### src/rtl/keypad_if.sv
// Keypad decoder bundle: raw key lines in, debounced key events out.
interface keypad_if;
  logic [9:0] keypad;
  logic       key_valid;
  logic [3:0] key_code;
  logic       key_repeat;
  logic       key_held;
  logic       multi_key;

  // master drives the raw lines and consumes events; slave is the decoder
  modport master (output keypad,
                  input  key_valid, key_code, key_repeat, key_held, multi_key);
  modport slave  (input  keypad,
                  output key_valid, key_code, key_repeat, key_held, multi_key);
endinterface

### src/rtl/keypad_decoder.sv
// 10-key keypad front end: 2-flop sync, press/release debounce, BCD encode,
// optional auto-repeat and multi-key flag. All outputs registered.
module keypad_decoder #(
  parameter int unsigned DEB_CYCLES    = 20,
  parameter bit          REPEAT_EN     = 1'b1,
  parameter int unsigned REPEAT_DELAY  = 500,
  parameter int unsigned REPEAT_PERIOD = 100
) (
  input  logic     clk,
  input  logic     rst,
  keypad_if.slave  kp
);

  localparam int unsigned NKEYS  = 10;
  localparam int unsigned CNT_W  = $clog2(DEB_CYCLES + 1);
  localparam int unsigned RMAX   = (REPEAT_DELAY > REPEAT_PERIOD) ? REPEAT_DELAY : REPEAT_PERIOD;
  localparam int unsigned RCNT_W = $clog2(RMAX + 1);

  localparam logic [CNT_W-1:0]  DEB_LAST    = CNT_W'(DEB_CYCLES - 1);
  localparam logic [RCNT_W-1:0] DELAY_LAST  = RCNT_W'(REPEAT_DELAY - 1);
  localparam logic [RCNT_W-1:0] PERIOD_LAST = RCNT_W'(REPEAT_PERIOD - 1);

  typedef enum logic [1:0] {IDLE, DEBOUNCE, HELD, RELEASE} state_t;

  state_t              state;
  logic [NKEYS-1:0]    sync1, sync2, capture;
  logic [CNT_W-1:0]    cnt;
  logic [RCNT_W-1:0]   rcnt;
  logic                rep_first;

  function automatic logic [3:0] encode(input logic [NKEYS-1:0] v);
    logic [3:0] idx;
    idx = '0;
    for (int i = 0; i < int'(NKEYS); i++)
      if (v[i]) idx = 4'(i);
    return idx;
  endfunction

  always_ff @(posedge clk) begin
    if (rst) begin
      sync1         <= '0;
      sync2         <= '0;
      capture       <= '0;
      cnt           <= '0;
      rcnt          <= '0;
      rep_first     <= 1'b1;
      state         <= IDLE;
      kp.key_valid  <= 1'b0;
      kp.key_code   <= '0;
      kp.key_repeat <= 1'b0;
      kp.key_held   <= 1'b0;
      kp.multi_key  <= 1'b0;
    end else begin
      sync1         <= kp.keypad;
      sync2         <= sync1;
      kp.key_valid  <= 1'b0;
      kp.key_repeat <= 1'b0;
      kp.multi_key  <= 1'b0;

      case (state)
        IDLE: begin
          kp.key_held  <= 1'b0;
          kp.multi_key <= ($countones(sync2) > 1);
          if ($onehot(sync2)) begin
            capture <= sync2;
            cnt     <= CNT_W'(1);
            state   <= DEBOUNCE;
          end
        end

        DEBOUNCE: begin
          if (sync2 == capture) begin
            if (cnt == DEB_LAST) begin
              kp.key_valid <= 1'b1;
              kp.key_code  <= encode(capture);
              kp.key_held  <= 1'b1;
              rcnt         <= '0;
              rep_first    <= 1'b1;
              state        <= HELD;
            end else begin
              cnt <= cnt + CNT_W'(1);
            end
          end else begin
            state <= IDLE;
          end
        end

        // first repeat waits REPEAT_DELAY, later ones REPEAT_PERIOD
        HELD: begin
          if (sync2 == capture) begin
            if (REPEAT_EN) begin
              if (rcnt == (rep_first ? DELAY_LAST : PERIOD_LAST)) begin
                kp.key_valid  <= 1'b1;
                kp.key_repeat <= 1'b1;
                rcnt          <= '0;
                rep_first     <= 1'b0;
              end else begin
                rcnt <= rcnt + RCNT_W'(1);
              end
            end
          end else begin
            kp.key_held <= 1'b0;
            cnt         <= '0;
            state       <= RELEASE;
          end
        end

        RELEASE: begin
          if (sync2 == '0) begin
            if (cnt == DEB_LAST) state <= IDLE;
            else                 cnt   <= cnt + CNT_W'(1);
          end else begin
            cnt <= '0;
          end
        end

        default: state <= IDLE;
      endcase
    end
  end

endmodule

### src/flat_wrapper.sv
// flat-port wrapper written by rule: the top's interface ports become plain ports
module keypad_decoder_flat 
#(
  parameter int unsigned DEB_CYCLES    = 20,
  parameter bit          REPEAT_EN     = 1'b1,
  parameter int unsigned REPEAT_DELAY  = 500,
  parameter int unsigned REPEAT_PERIOD = 100
)
  (clk, rst, kp_keypad, kp_key_valid, kp_key_code, kp_key_repeat, kp_key_held, kp_multi_key);
  keypad_if kp_i ();
  input  logic clk;
  input  logic rst;
  input wire logic [$bits(kp_i.keypad)-1:0] kp_keypad;
  output wire logic [$bits(kp_i.key_valid)-1:0] kp_key_valid;
  output wire logic [$bits(kp_i.key_code)-1:0] kp_key_code;
  output wire logic [$bits(kp_i.key_repeat)-1:0] kp_key_repeat;
  output wire logic [$bits(kp_i.key_held)-1:0] kp_key_held;
  output wire logic [$bits(kp_i.multi_key)-1:0] kp_multi_key;
  assign kp_i.keypad = kp_keypad;
  assign kp_key_valid = kp_i.key_valid;
  assign kp_key_code = kp_i.key_code;
  assign kp_key_repeat = kp_i.key_repeat;
  assign kp_key_held = kp_i.key_held;
  assign kp_multi_key = kp_i.multi_key;
  keypad_decoder #(.DEB_CYCLES(DEB_CYCLES), .REPEAT_EN(REPEAT_EN), .REPEAT_DELAY(REPEAT_DELAY), .REPEAT_PERIOD(REPEAT_PERIOD)) u_core (.clk(clk), .rst(rst), .kp(kp_i));
endmodule
### config.mk
export PLATFORM = sky130hd
export DESIGN_NAME = keypad_decoder_flat
export DESIGN_NICKNAME = d
export VERILOG_FILES = /design/src/rtl/keypad_if.sv /design/src/rtl/keypad_decoder.sv /design/src/flat_wrapper.sv
export SDC_FILE = /design/constraint.sdc
export NUM_CORES = 1
export LEC_CHECK = 0
export CORE_MARGIN = 5
export CORE_UTILIZATION = 45
export DETAILED_ROUTE_END_ITERATION = 8
export GPL_ROUTABILITY_DRIVEN = 0
export SETUP_SLACK_MARGIN = 0.2
export SYNTH_ARGS = -nofsm -noshare
export SYNTH_HDL_FRONTEND = slang
export SYNTH_SLANG_ARGS = --single-unit
### constraint.sdc
create_clock -name clk -period 6.9 [get_ports clk]
set_input_delay 1.38 -clock clk [delete_from_list [all_inputs] [get_ports clk]]
set_output_delay 1.38 -clock clk [all_outputs]
set_load 0.02 [all_outputs]
* Word-level counts from Yosys, hierarchy flattened
Index checks and enable logic that the tools add are counted.
Word-level totals: register bits after elaboration 55, input port bits 12, output and inout bits 8, logic and storage cells 104
Cells by class: add/subtract/negate cells 20, magnitude comparators 1, eq/ne operators 16, muxes and demuxes 40, bitwise gates (word level) 2, reductions and logical operators 13
Operators by type and width (count):
- 32-bit adder | 4
- 9-bit two-way mux | 5
- 32-bit by 2-bit greater-than comparator with 1-bit output (second input constant) | 1
- 5-bit two-way mux | 5
- 1-bit by 1-bit adder with 2-bit output | 10
- 5-bit one-hot mux with 4 select lines | 1
- 9-bit one-hot mux with 2 select lines | 1
- 4-bit adder | 4
- 2-bit two-way mux | 8
- 2-bit by 1-bit != test with 1-bit output (second input constant) | 7
- 3-bit two-way mux | 4
- 10-bit equality test | 1
- 10-bit zero test | 1
- 1-bit two-way mux | 10
- 5-bit AND reduction | 2
- 9-bit by 1-bit adder with 9-bit output (second input constant) | 1
- 9-bit equality test | 1
- 4-bit two-way mux | 2
- 2-bit one-hot mux with 4 select lines | 1
- 4-bit AND reduction | 2
- 3-bit AND reduction | 2
- 5-bit by 1-bit adder with 5-bit output (second input constant) | 1
- 5-bit equality test (second input constant) | 1
- 2-bit equality test (second input constant) | 2
- other kinds (12) | 15

* Logic depth before layout (Yosys ltp)
Gate-level depths: netlist of the first run.
word-level depth 9, depth in mapped cells 15, gate-level depth less buffers 14

* Worst setup path after synthesis of the first run
OpenSTA, ideal clock, no wires.
path type flip-flop to flip-flop, start register u_core.sync2[0], end register u_core.capture[0], library setup time 0.128 ns, data arrival time 3.569 ns, required time 6.772 ns, slack 3.204 ns, stages on the path, launching flop included 15, buffers on the path 1, period minus slack after synthesis 3.696 ns, path through dfxtp_1 -> inv_1 -> ha_1 -> inv_1 -> fa_1 -> fa_1 -> inv_1 -> fa_1 -> inv_1 -> fa_1 -> nor2b_1 -> nand4_1 -> clkbuf_1 -> mux2i_1 -> nor2_1
Between the ends: cells in the longest elaborated chain, start to end 6
Ends and longest elaborated chain:
- start: declaration | line keypad_decoder.sv:26 | logic [NKEYS-1:0] sync1, sync2, capture;
- start signal: assignment | line keypad_decoder.sv:55 | sync2 <= sync1;
- 1-bit by 1-bit adder with 2-bit output (implied by the code) | line keypad_decoder.sv:64 | if ($onehot(sync2)) begin
- 4-bit adder (implied by the code) (3 in series) | line keypad_decoder.sv:64
- 4-bit by 1-bit equality test with 1-bit output | line keypad_decoder.sv:64
- 2-bit AND reduction (no line)
- end signal: assignment | line keypad_decoder.sv:65 | capture <= sync2;
- end: declaration | line keypad_decoder.sv:26
Parallel ways exist; a longest one is shown, timed or not. A chain may end at the register's enable or synchronous reset.

* Worst setup path after layout of the first run
start register u_core.sync2[0], end register u_core.capture[2]
Between the ends: cells in the longest elaborated chain, start to end 6
Ends and longest elaborated chain (line):
- 1-bit by 1-bit adder with 2-bit output (implied by the code) | keypad_decoder.sv:64
- 4-bit adder (implied by the code) (3 in series) | keypad_decoder.sv:64
- 4-bit by 1-bit equality test with 1-bit output | keypad_decoder.sv:64
- 2-bit AND reduction (no line)
No other way between the ends.

==> results.sh, run 1 <==
export IMPL_status="finished, final reports clean"
export IMPL_critical_path_required_ns=7.10
export IMPL_drive_above_1_share_pct=4.53
export IMPL_clock_latency_ns=0.32
export IMPL_nets=366
export IMPL_area_growth_pct=12.4
export IMPL_vias_per_cell=5.37
export IMPL_cts_buffers_inserted=5
export IMPL_die_area_sq_um=7990
export IMPL_dp_hpwl_microns=3820
export IMPL_async_flop_share_pct=0
export IMPL_synth_edf_count=0
export IMPL_pwr_density_cell_nw_per_um2=228
export IMPL_cts_path_max_buffers=2
export IMPL_finalSetupViolCount=0
export IMPL_path_max_fanout=10
export IMPL_max_freq_mhz=258
export IMPL_synth_distinct_cells=47
export IMPL_tns_ns=0
export IMPL_grt_pass1_wl_microns=9670
export IMPL_critPathBufInv=4
export IMPL_ys_ff_latch=55
export IMPL_drt_total_wl_microns=5250
export IMPL_port_buffers=19
export IMPL_max_slew_margin_pct=29.6
export IMPL_cp_top_family="adder cells"
export IMPL_worst_pin_slew_ns=1.05
export IMPL_power_leakage_uw=0.00121
export IMPL_cts_tree="yes"
export IMPL_synth_area_per_cell_sq_um=9.06
export IMPL_post_cts_buffers=0
export IMPL_antenna_cells=0
export IMPL_ir_drop_v=0.000134
export IMPL_grt_ovfl_total=0
export IMPL_grt_pass1_vias=2111
export IMPL_synth_area_leaders="dfxtp_1, ha_1, mux2i_1, nor2b_1, inv_1"
export IMPL_drtIter0Drc=85
export IMPL_fp_dieW_microns=89.4
export IMPL_routedWlPerCell_microns=12.9
export IMPL_cap_viol_max_count=0
export IMPL_start_util_pct=45.4
export IMPL_cp_cell_sequence="inv_1, ha_1, inv_1, fa_1, fa_1, inv_1, fa_1, inv_1, fa_1, nor2b_1, nand4_1, mux2i_1, nor2_1"
export IMPL_finClkSkew_ns=0.0146
export IMPL_cp_end_kind="flop"
export IMPL_place_inst=400
export IMPL_drtPass1Iterations=4
export IMPL_drv_slew=0
export IMPL_route_vias_total=2189
export IMPL_synth_warnings=0
export IMPL_worstPathArrival_ns=4.08
export IMPL_synth_top_area_share_pct=38.8
export IMPL_fill_cells=608
export IMPL_grt_max_degree=48
export IMPL_clock_sinks=55
export IMPL_die_h_microns=89.4
export IMPL_ios=20
export IMPL_timing_final_hold_violations=0
export IMPL_stdcell_count=408
export IMPL_grt_usage_pct=15.3
export IMPL_cpPeakStageDelay_ns=0.63
export IMPL_timing_final_crit_share_pct=56.3
export IMPL_ctsRootBufferMaster="clkbuf_8"
export IMPL_drc=0
export IMPL_ctsHoldBuffers=0
export IMPL_drtAntennaViolNets=0
export IMPL_ys_seq_area_share_pct=38.8
export IMPL_startpoint_type="flop"
export IMPL_rsz0062_at_grt="false"
export IMPL_min_period_ns=3.88
export IMPL_path_class="flop to flop"
export IMPL_core_area_sq_um=6240
export IMPL_rows=29
export IMPL_htree_levels=2
export IMPL_netlist_instances=313
export IMPL_path_clk_slew_ns=0.11
export IMPL_ctsResizeCount=0
export IMPL_yosysTopAreaCell="dfxtp_1"
export IMPL_synthesis_nets=349
export IMPL_grt_antenna_before_repair=0
export IMPL_cp_slowest_cell="nand4_1"
export IMPL_ys_flop_type="dfxtp_1"
export IMPL_holdCritPathClass="flop to flop"
export IMPL_utilization_pct=51.1
export IMPL_netlist_area_sq_um=2840
-- final cells by class --
cell class                 count  area (sq um)  share of cell area, %
inverter                      35           131                   4.12
clock inverter                 3          27.5                  0.864
timing repair buffer          20           198                   6.20
multi-input combinational    213          1560                   49.1
clock buffer                   5          68.8                   2.16
tap                           77          96.3                   3.02
sequential                    55          1100                   34.6
-- registers in the layout, summed over array words and instances (netlist names), named ones only --
register              cells
u_core.capture           10
u_core.sync1             10
u_core.sync2             10
u_core.rcnt               9
u_core.cnt                5
u_core.kp.key_code        4
u_core.kp.key_held        1
u_core.kp.key_repeat      1
u_core.kp.key_valid       1
u_core.kp.multi_key       1
u_core.rep_first          1
u_core.state              1
-- worst paths after layout --
kind | startpoint | endpoint | slack (ns) | depth (start not counted)
min | u_core.sync1[7]$_SDFF_PP0_ | u_core.sync2[7]$_SDFF_PP0_ | 0.45 | 1
max | u_core.sync2[0]$_SDFF_PP0_ | u_core.capture[2]$_SDFFE_PP0P_ | 3.02 | 13
min reg2reg | u_core.sync1[7]$_SDFF_PP0_ | u_core.sync2[7]$_SDFF_PP0_ | 0.45 | 1
max reg2reg | u_core.sync2[0]$_SDFF_PP0_ | u_core.capture[2]$_SDFFE_PP0P_ | 3.02 | 13
-- where the power goes --
group          internal [uW]  switching (uW)  total [uW]  leakage [uW]
combinational           80.8             109         190      0.000717
sequential               334            15.0         349      0.000448
clock                   74.8             113         188     0.0000463
total                    489             238         727       0.00121
-- worst reg2reg max path: cells and delay by family, from the launching register on --
kind | cells | cell delay [ns]
flops | 1 | 0.40
mux | 1 | 0.36
simple gates | 3 | 0.88
fa+ha+maj | 5 | 1.88
buf+inv | 4 | 0.24
-- routing by layer --
metal | share of wire, % | vias up | global-route usage, %
met4 | 1.2 | 0 | 4.87
met2 | 48 | 33 | 24.8
met1 | 47 | 1021 | 20.5
met3 | 3.5 | 8 | 3.13
met5 | 0 | - | 0
li1 | - | 1127 | -
-- cells by family after synthesis --
| group | count (synthesis) | synth area share (%) |
|---|---|---|
| simple gates | 114 | 22.7 |
| flops | 55 | 38.8 |
| compound gates | 48 | 11.2 |
| buf+inv | 45 | 6.00 |
| fa+ha+maj | 24 | 12.2 |
| mux | 16 | 5.65 |
| xor+xnor | 11 | 3.40 |
-- through the flow --
step                      power [uW]  hold slack [ns]  worst slack, ns  cell area, sq um
after floorplan                  501            0.414             3.20              2840
after global placement           543            0.416             3.02              3090
after detailed placement         546            0.424             2.98              3090
after CTS                        736            0.451             2.97              3190
after global routing             779            0.460             2.67              3190
final                            727            0.446             3.02              3190
-- synthesized netlist by cell type (2+ instances only) --
| cell | n |
|---|---|
| a211oi_1 | 2 |
| a21oi_1 | 14 |
| a31o_2 | 2 |
| a31oi_1 | 3 |
| a41o_1 | 2 |
| a41oi_1 | 2 |
| and2_1 | 2 |
| and3_1 | 2 |
| and4_1 | 2 |
| clkbuf_1 | 9 |
| dfxtp_1 | 55 |
| fa_1 | 6 |
| ha_1 | 18 |
| inv_1 | 34 |
| mux2i_1 | 16 |
| nand2_1 | 12 |
| nand2b_1 | 2 |
| nand3_1 | 9 |
| nand4_1 | 10 |
| nor2_1 | 24 |
| nor2b_1 | 24 |
| nor3_1 | 5 |
| nor3b_1 | 2 |
| nor4_1 | 6 |
| o21ai_0 | 9 |
| o21bai_1 | 2 |
| o31ai_1 | 3 |
| or3_1 | 4 |
| or4_1 | 4 |
| xnor2_1 | 11 |
-- cells in the final DEF (no fill, tap or decap), drive strengths merged, types with 3 or more instances in the layout --
cell	instances
o21ai	10
dfxtp	55
nor2b	24
fa	6
nor2	24
nand2	12
or4	5
xnor2	11
ha	18
mux2i	16
a31oi	3
nor4	7
nor3	5
nand3	9
o31ai	3
clkbuf	5
a21oi	14
inv	35
nand4	10
or3	4
clkdlybuf4s50	19
Note: power is estimated with default switching activity, not from simulation.
==> run 2, diff against run 1 <==
==> constraint.sdc (replaced) <==
create_clock -name clk -period 3.9 [get_ports clk]
set_input_delay 0.78 -clock clk [delete_from_list [all_inputs] [get_ports clk]]
set_output_delay 0.78 -clock clk [all_outputs]
set_load 0.02 [all_outputs]
==> run 2 against run 1 <==
Clock power is 67% higher. Non-clock buffer count up 4. Sequential power is 77% higher. Cell area up 1.5%. Die area stayed put. Clock skew fell by 0.0040 ns. Critical path depth stayed put. Utilization up 0.78 points. Sequential share of layout area fell by 0.21 points. Hold slack got worse by 0.0047 ns. Critical path type unchanged.
==> results.sh, run 2 (synthesis gave the netlist of run 1 again) <==
export IMPL_status="finished, final reports clean"
export IMPL_path_max_fanout=6
export IMPL_timing_final_crit_share_pct=92.1
export IMPL_critical_path_required_ns=4.10
export IMPL_grt_antenna_before_repair=0
export IMPL_intPower_uw=885
export IMPL_finalSetupViolCount=0
export IMPL_finClkSkew_ns=0.0106
export IMPL_vias_per_cell=5.38
export IMPL_grt_pass1_wl_microns=9200
export IMPL_core_area_sq_um=6240
export IMPL_area_growth_pct=14.1
export IMPL_timing_final_hold_violations=0
export IMPL_holdCritPathClass="flop to flop"
export IMPL_min_period_ns=3.59
export IMPL_worstPathArrival_ns=3.79
export IMPL_drive_above_1_share_pct=7.46
export IMPL_cts_path_max_buffers=2
export IMPL_grt_pass1_vias=2048
export IMPL_cts_buffers_inserted=5
export IMPL_rsz0062_at_grt="true"
export IMPL_clock_sinks=55
export IMPL_met1Wirelength_microns=2400
export IMPL_largestRegisters="u_core.capture: 10 flops, u_core.sync1: 10 flops, u_core.sync2: 10 flops"
export IMPL_fill_cells=624
export IMPL_pwr_share_clk_pct=24.3
export IMPL_max_freq_mhz=278
export IMPL_tns_ns=0
export IMPL_nets=370
export IMPL_max_slew_margin_pct=28.3
export IMPL_power_leakage_uw=0.00124
export IMPL_ir_drop_v=0.000203
export IMPL_holdWs_ns=0.441
export IMPL_drc=0
export IMPL_route_vias_total=2216
export IMPL_final_common_cell="dfxtp_1"
export IMPL_ctsRootBufferMaster="clkbuf_8"
export IMPL_top_layer="met4"
export IMPL_grt_usage_pct=14.6
export IMPL_die_h_microns=89.4
export IMPL_met2_length_microns=2760
export IMPL_path_class="flop to flop"
export IMPL_power_frac_seq_pct=47.7
export IMPL_port_buffers=19
export IMPL_fp_dieW_microns=89.4
export IMPL_routedWlPerCell_microns=13.0
export IMPL_start_util_pct=45.4
export IMPL_final_cell_mix="dfxtp_1, inv_1, nor2_1, nor2b_1, clkdlybuf4s50_1"
export IMPL_cap_viol_max_count=0
export IMPL_die_area_sq_um=7990
export IMPL_drtPass1Iterations=4
export IMPL_pwr_density_cell_nw_per_um2=400
export IMPL_power_switching_uw=408
export IMPL_drt_total_wl_microns=5370
export IMPL_drtIter0Drc=75
export IMPL_switching_share_pct=31.6
export IMPL_clock_latency_ns=0.31
export IMPL_drv_slew=0
export IMPL_p_comb_share_pct=28.1
export IMPL_cp_end_kind="flop"
export IMPL_wl_met3_microns=166
export IMPL_antenna_cells=0
export IMPL_htree_levels=2
export IMPL_path_clk_slew_ns=0.10
export IMPL_grt_ovfl_total=0
export IMPL_grt_max_degree=48
export IMPL_dp_hpwl_microns=3980
export IMPL_worst_pin_slew_ns=1.07
export IMPL_drtAntennaViolNets=0
export IMPL_ios=20
export IMPL_rows=29
export IMPL_cts_tree="yes"
export IMPL_startpoint_type="flop"
## run 2: changes by cell type in the layout (fill, tap and decap cells not counted), sizes merged
cell,delta
clkbuf,+2
clkinvlp,-1
clkinv,-1
buf,+4
## run 2: stage by stage
step | util, % | total power (uW) | setup WS, ns | std cells | instance area (sq um)
after floorplan | - | 886 | 0.204 | 313 | 2840
after global placement | 49.6 | 966 | 0.267 | 401 | 3100
after detailed placement | 49.6 | 974 | 0.181 | 401 | 3100
after CTS | 51.1 | 1290 | 0.203 | 409 | 3190
after global routing | 51.8 | 1380 | 0.179 | 412 | 3240
final | 51.8 | 1290 | 0.309 | 412 | 3240
## run 2: critical path, stage by stage, from the launching register on
cell and delay (ns):
dfxtp_2 0.37, inv_1 0.05, ha_1 0.26, inv_1 0.05, fa_1 0.50, fa_1 0.51, inv_1 0.05, fa_1 0.40
inv_1 0.08, fa_1 0.39, nor2b_2 0.18, a31o_4 0.25, and3_4 0.19, a32o_1 0.21
## run 2: power by group through the flow
stage | registers [uW] | clock network (uW) | logic, uW
2_1_floorplan | 626 | 0 | 260
3_3_place_gp | 629 | 0 | 337
3_5_place_dp | 631 | 0 | 343
4_1_cts | 618 | 329 | 344
5_1_grt | 623 | 349 | 409
6_report | 617 | 314 | 363
## run 2: area by class of cell
| type | instances | area, sq um | area share, % |
|---|---|---|---|
| Inverter | 35 | 131 | 4.06 |
| Multi-Input combinational cell | 213 | 1580 | 48.8 |
| Tap cell | 77 | 96.3 | 2.98 |
| Sequential cell | 55 | 1110 | 34.3 |
| Clock buffer | 7 | 76.3 | 2.36 |
| Clock inverter | 1 | 8.76 | 0.271 |
| Timing Repair Buffer | 24 | 231 | 7.15 |
## run 2: timing repair
item | CTS | global route
endpoints found under the setup margin | 1 | 15
endpoints found under the hold margin | 0 | 0
pin swaps | 0 | 2
hold buffers | 0 | 0
setup buffers | 0 | 3
resized for setup | 4 | 7
## run 2: worst paths after layout
path,slack [ns],depth (start not counted),startpoint,endpoint
worst max-delay path,0.31,13,u_core.sync2[1]$_SDFF_PP0_,u_core.cnt[0]$_SDFFE_PP0P_
worst min-delay path,0.44,1,u_core.sync1[3]$_SDFF_PP0_,u_core.sync2[3]$_SDFF_PP0_
worst max register to register,0.31,13,u_core.sync2[1]$_SDFF_PP0_,u_core.cnt[0]$_SDFFE_PP0P_
worst min register to register,0.44,1,u_core.sync1[3]$_SDFF_PP0_,u_core.sync2[3]$_SDFF_PP0_
## run 2: per-layer routing
metal / vias to the layer above / GRT usage, %
met5: - / 0
met3: 4 / 2.76
met4: 0 / 4.47
li1: 1129 / -
met1: 1055 / 18.5
met2: 28 / 25.2
